**src/rtl/pipeline_sched.sv**
```systemverilog
// pipeline_sched: round-robin scheduler feeding one fixed-depth data pipeline.
// Each accepted request is tagged with its requester index and travels
// through p_depth register stages. Issue is gated by a downstream credit count.
// Optional build macro PIPELINE_SCHED_PRIO_EN: requester 0 gets strict
// priority, and round-robin runs over the remaining requesters.
module pipeline_sched #(
    parameter int p_width   = 32,
    parameter int p_num_req = 4,
    parameter int p_depth   = 3,
    parameter int p_credits = 4
) (
    input  logic                           i_clk,
    input  logic                           i_rst,
    input  logic [p_num_req-1:0]           i_req_valid,
    input  logic [p_num_req*p_width-1:0]   i_req_data,
    output logic [p_num_req-1:0]           o_req_ready,
    output logic                           o_valid,
    output logic [p_width-1:0]             o_data,
    output logic [$clog2(p_num_req)-1:0]   o_id,
    input  logic                           i_credit_return,
    output logic                           o_credit_err
);

    localparam int ID_W = $clog2(p_num_req);
    localparam int CW   = $clog2(p_credits + 1);
    localparam logic [CW-1:0] CREDIT_MAX = CW'(p_credits);

    logic [ID_W-1:0]    ptr_reg, ptr_next;
    logic [CW-1:0]      credit_reg, credit_next;
    logic               err_reg, err_next;
    logic               grant_any;
    logic [ID_W-1:0]    grant_idx;
    logic [ID_W-1:0]    cand;
    logic [p_width-1:0] req_data_arr [p_num_req];
    logic [p_width-1:0] stage_data_in;

    logic               valid_reg [p_depth];
    logic [p_width-1:0] data_reg  [p_depth];
    logic [ID_W-1:0]    id_reg    [p_depth];

    // Split the flat request bus into one word per requester.
    genvar gi;
    generate
        for (gi = 0; gi < p_num_req; gi++) begin : g_req_split
            assign req_data_arr[gi] = i_req_data[gi*p_width +: p_width];
        end
    endgenerate

    // Grant selection: scan from ptr with wrap; nothing is granted without credit.
    always_comb begin
        grant_any   = 1'b0;
        grant_idx   = '0;
        cand        = '0;
        o_req_ready = '0;
        if (credit_reg != '0) begin
`ifdef PIPELINE_SCHED_PRIO_EN
            if (i_req_valid[0]) begin
                grant_any = 1'b1;
                grant_idx = '0;
            end
`endif
            for (int i = 0; i < p_num_req; i++) begin
                cand = ID_W'((int'(ptr_reg) + i) % p_num_req);
`ifdef PIPELINE_SCHED_PRIO_EN
                if (!grant_any && (cand != '0) && i_req_valid[cand]) begin
`else
                if (!grant_any && i_req_valid[cand]) begin
`endif
                    grant_any = 1'b1;
                    grant_idx = cand;
                end
            end
        end
        if (grant_any) begin
            o_req_ready[grant_idx] = 1'b1;
        end
    end

    // Next pointer, credit count and sticky overflow flag.
    always_comb begin
        ptr_next    = ptr_reg;
        credit_next = credit_reg;
        err_next    = err_reg;
`ifdef PIPELINE_SCHED_PRIO_EN
        if (grant_any && (grant_idx != '0)) begin
`else
        if (grant_any) begin
`endif
            ptr_next = ID_W'((int'(grant_idx) + 1) % p_num_req);
        end
        case ({grant_any, i_credit_return})
            2'b10: credit_next = credit_reg - CW'(1);
            2'b01: begin
                if (credit_reg == CREDIT_MAX) begin
                    err_next = 1'b1;
                end else begin
                    credit_next = credit_reg + CW'(1);
                end
            end
            default: credit_next = credit_reg;
        endcase
    end

    // Control state register.
    always_ff @(posedge i_clk) begin
        if (i_rst) begin
            ptr_reg    <= '0;
            credit_reg <= CREDIT_MAX;
            err_reg    <= 1'b0;
        end else begin
            ptr_reg    <= ptr_next;
            credit_reg <= credit_next;
            err_reg    <= err_next;
        end
    end

    // Bubbles carry zero data so idle output words are deterministic.
    assign stage_data_in = grant_any ? req_data_arr[grant_idx] : '0;

    // Data pipeline: always advances, stage 0 takes the current transfer.
    always_ff @(posedge i_clk) begin
        if (i_rst) begin
            for (int k = 0; k < p_depth; k++) begin
                valid_reg[k] <= 1'b0;
                data_reg[k]  <= '0;
                id_reg[k]    <= '0;
            end
        end else begin
            valid_reg[0] <= grant_any;
            data_reg[0]  <= stage_data_in;
            id_reg[0]    <= grant_any ? grant_idx : '0;
            for (int k = 1; k < p_depth; k++) begin
                valid_reg[k] <= valid_reg[k-1];
                data_reg[k]  <= data_reg[k-1];
                id_reg[k]    <= id_reg[k-1];
            end
        end
    end

    assign o_valid      = valid_reg[p_depth-1];
    assign o_data       = data_reg[p_depth-1];
    assign o_id         = id_reg[p_depth-1];
    assign o_credit_err = err_reg;

endmodule

```
**config.mk**
```make
export PLATFORM = sky130hd
export DESIGN_NAME = pipeline_sched
export DESIGN_NICKNAME = d
export VERILOG_FILES = /design/src/rtl/pipeline_sched.sv
export SDC_FILE = /design/constraint.sdc
export NUM_CORES = 1
export LEC_CHECK = 0
export CORE_ASPECT_RATIO = 0.9
export CORE_UTILIZATION = 35
export DETAILED_ROUTE_END_ITERATION = 16
export PLACE_DENSITY = 0.66
export SKIP_CTS_REPAIR_TIMING = 1
export SLEW_MARGIN = 25
export SYNTH_ARGS = -nofsm -noshare
export SYNTH_HDL_FRONTEND = slang
export SYNTH_SLANG_ARGS = --single-unit
```
**constraint.sdc**
```tcl
create_clock -name i_clk -period 4.15 [get_ports i_clk]
set_input_delay 0.83 -clock i_clk [delete_from_list [all_inputs] [get_ports i_clk]]
set_output_delay 0.83 -clock i_clk [all_outputs]
set_load 0.005 [all_outputs]
```
==> reports/summary.txt <==
outcome = finished clean
initial antenna violation count = 0
DRC viols = 0
FILL cells = 1,181
critical path depth = 8
Cell Area, Synth = 4735 um2
Remaining Overflow, GRT = 0
Post-synth EDFFs = 0
max reg flops = 96
# clock sinks = 111
share of cells above drive strength 1 = 16.58%
Yosys warnings = 0
post-synthesis simple-gate area fraction = 18.63%
internal power = 2252 uW
CP Buf/Inv Count = 3
CP Cell Sequence = clkdlybuf4s50_1, nor2b_1, a211oi_2, or3_1, inv_1, ha_1, and2_1, clkdlybuf4s50_1
DR iter-0 viols = 121
P_leak = 0.002501 uW
Cell variety after synth = 43
Worst R2R Start = ptr_reg[1]
Rows = 39
Largest stage delay, worst path = 0.51 ns
Compound-Gate Fraction of Synth Area = 19.79%
fin crit period = 3.830 ns
critical path class = in2out
# diodes = 0
worst r2r path cells = 4
Tot Pwr = 3260 uW
critical path arrival = 3.00 ns
Place WS = 0.3169 ns
Seq pwr share = 42.7%
syn nets = 576
Routed Antenna Nets = 0
CORE AREA = 12,930 um2
RD Place Congestion = 0.8399
VDD IR max = 0.3788 mV
Worst-path clk slew = 0.07 ns
share of the synthesized area in the top cell type = 46.93%
DRT Pass-1 Iters = 4
Bufs on Longest Clock Path = 2
r2r setup slk = 1.87 ns
total wire length = 11,400 um
Setup TNS Final = 0 ns
WHS Endpoint = data_reg[0][76]
Via density = 4.781
Final setup viols = 0
vias in the first global route = 3,644
Slew HR = 47.68%
Yosys top cell by area = dfxtp_1
Hold Startpoint = data_reg[0][44]
Worst Path Required = 3.32 ns
die height = 112.3 um
fin crit share = 92.30%
per-cell routed wire length = 15.59 um
Post-Synth XOR/XNOR Area = 0.3700%
Num CTS Buffers = 9
Worst-Margin Slew = 0.7848 ns
RSZ-0062 raised after global routing = false
Max-cap violations = 0
Hold Violations, Final = 0
Switching Share = 30.91%
Layout Skew = 0.006641 ns
reg-to-reg endpoint = data_reg[0][16]
Total GRT Usage = 16.54%
Post-Syn Instances = 436
#FFs+latches synth = 111
endpoint class of the critical path = primary output
Worst path most repeated cell = clkdlybuf4s50_1
Combinational Power Share = 31.6%
HPWL after detailed placement = 8314 um
adder-cell area share of the yosys netlist = 1.480%
die area = 14,000 um2
power per standard cell area = 497.0 nW/um2
critical-path maximum fanout = 4
sequential area share after synthesis = 46.93%
ranking of synthesized cells by area = dfxtp_1 (47%), nor2b_1 (9.8%), o221ai_2 (9.2%)
initial core utilization = 36.61%
CP max stage cell = clkdlybuf4s50_1
ys flop type = dfxtp_1
fin nets = 702
global-route wire length before repair = 18,040 um
clk root buf = clkbuf_16
largest family of logic cells by synthesized area = compound AO/OA/AOI/OAI gates
worst hold path class = reg2reg
Max Freq = 261.1 MHz
PortBufs = 174
CTS H-tree lvls = 3
CP delay by family, top = buffers and inverters
via count of the routed design = 3,495
asr flop ratio synth = 0%
CTS tree = built
Net Switching = 1008 uW
Clock power frac = 25.7%
worst setup margin = 0.3195 ns
post-synthesis mux area share = 0%
Hold Path Cell Cnt = 1
max-slew violation count = 0
syn_area_per_cell = 10.86 um2
final core utilization = 50.72%
Startpoint Class = input port
clk_lat worst skew = 0.34 ns
I/O Pins = 175
synthesis-to-layout area growth = 38.53%
largest net degree at the start of global routing = 47
DIE WIDTH = 124.6 um
[cells by family (layout without fill, tap and decap cells)]
logic type,count (synthesis),after routing
simple gates,143,143
flops,111,111
buf+inv,99,230
compound gates,76,76
fa+ha+maj,5,5
xor+xnor,2,2
[per-stage QoR]
stage / hold slack [ns] / cell area [um2] / instances
after floorplan: 0.4138 / 4735 / 436
after global placement: 0.4161 / 6260 / 715
after detailed placement: 0.4204 / 6260 / 715
after CTS: 0.4374 / 6559 / 731
after global routing: 0.4537 / 6559 / 731
final: 0.4325 / 6559 / 731
[power by group through the flow]
stage / clock [uW] / combinational (uW) / sequential [uW]
4_1_cts: 866 / 1050 / 1390
6_report: 839 / 1030 / 1390
3_3_place_gp: 0 / 1020 / 1410
5_1_grt: 904 / 1130 / 1420
3_5_place_dp: 0 / 1040 / 1420
2_1_floorplan: 0 / 747 / 1390
[layout make-up]
| type | count | area, um2 | area share (%) |
|---|---|---|---|
| flip-flops and latches | 111 | 2222 | 33.88 |
| multi-input cells | 226 | 1918 | 29.24 |
| repair buffers | 180 | 1782 | 27.17 |
| clock buffers | 10 | 239.0 | 3.644 |
| well taps | 164 | 205.2 | 3.129 |
| inverters | 34 | 132.6 | 2.022 |
| clock inverters | 6 | 60.06 | 0.9157 |
[cell usage in the layout (no fill, tap or decap), types with 4 or more instances in the layout]
cell type	n
nor2b_1	74
and2_1	5
inv_1	32
nor2_1	12
clkbuf_16	9
clkdlybuf4s50_1	173
dfxtp_1	111
buf_4	6
ha_1	4
o221ai_2	29
nand4_1	32
o211ai_2	30
[worst reg2reg max path: stages, from the launching register on]
cell and delay, ns:
dfxtp_1 0.48, nor4b_1 0.46, or2_4 0.46, or3_4 0.58
o211ai_2 0.16
[Yosys cell counts (3+ instances only)]
cell type    n
ha_1         4
nor3_1       3
clkbuf_1    14
nor2b_1     74
buf_6        4
buf_2        6
and2_1       5
buf_12       3
nand2_1      3
o221ai_2    29
nor2_1      12
nand4_1     32
or3_4        3
inv_1       32
o211ai_2    31
o21ai_1      3
o21ai_0      3
buf_4       37
dfxtp_1    111
[metal layers]
| metal | GRT usage [%] | vias up | share of wire (%) |
|---|---|---|---|
| met4 | 5.542 | 0 | 1.8 |
| met2 | 28.99 | 91 | 50 |
| met5 | 0 | - | 0 |
| met1 | 19.77 | 1648 | 44 |
| li1 | - | 1737 | - |
| met3 | 4.099 | 19 | 4.4 |
[how the worst max path moves through the flow]
| stage | start | end | slack [ns] |
|---|---|---|---|
| 2_1_floorplan | i_req_valid[2] | o_req_ready[1] | 1.30 |
| 3_3_place_gp | i_req_valid[0] | o_req_ready[2] | 0.42 |
| 3_5_place_dp | i_req_valid[2] | o_req_ready[2] | 0.32 |
| 4_1_cts | i_req_valid[2] | o_req_ready[2] | 0.30 |
| 5_1_grt | i_req_valid[2] | o_req_ready[2] | 0.18 |
| 6_report | i_req_valid[2] | o_req_ready[2] | 0.32 |
(Power assumes the default switching activity.)
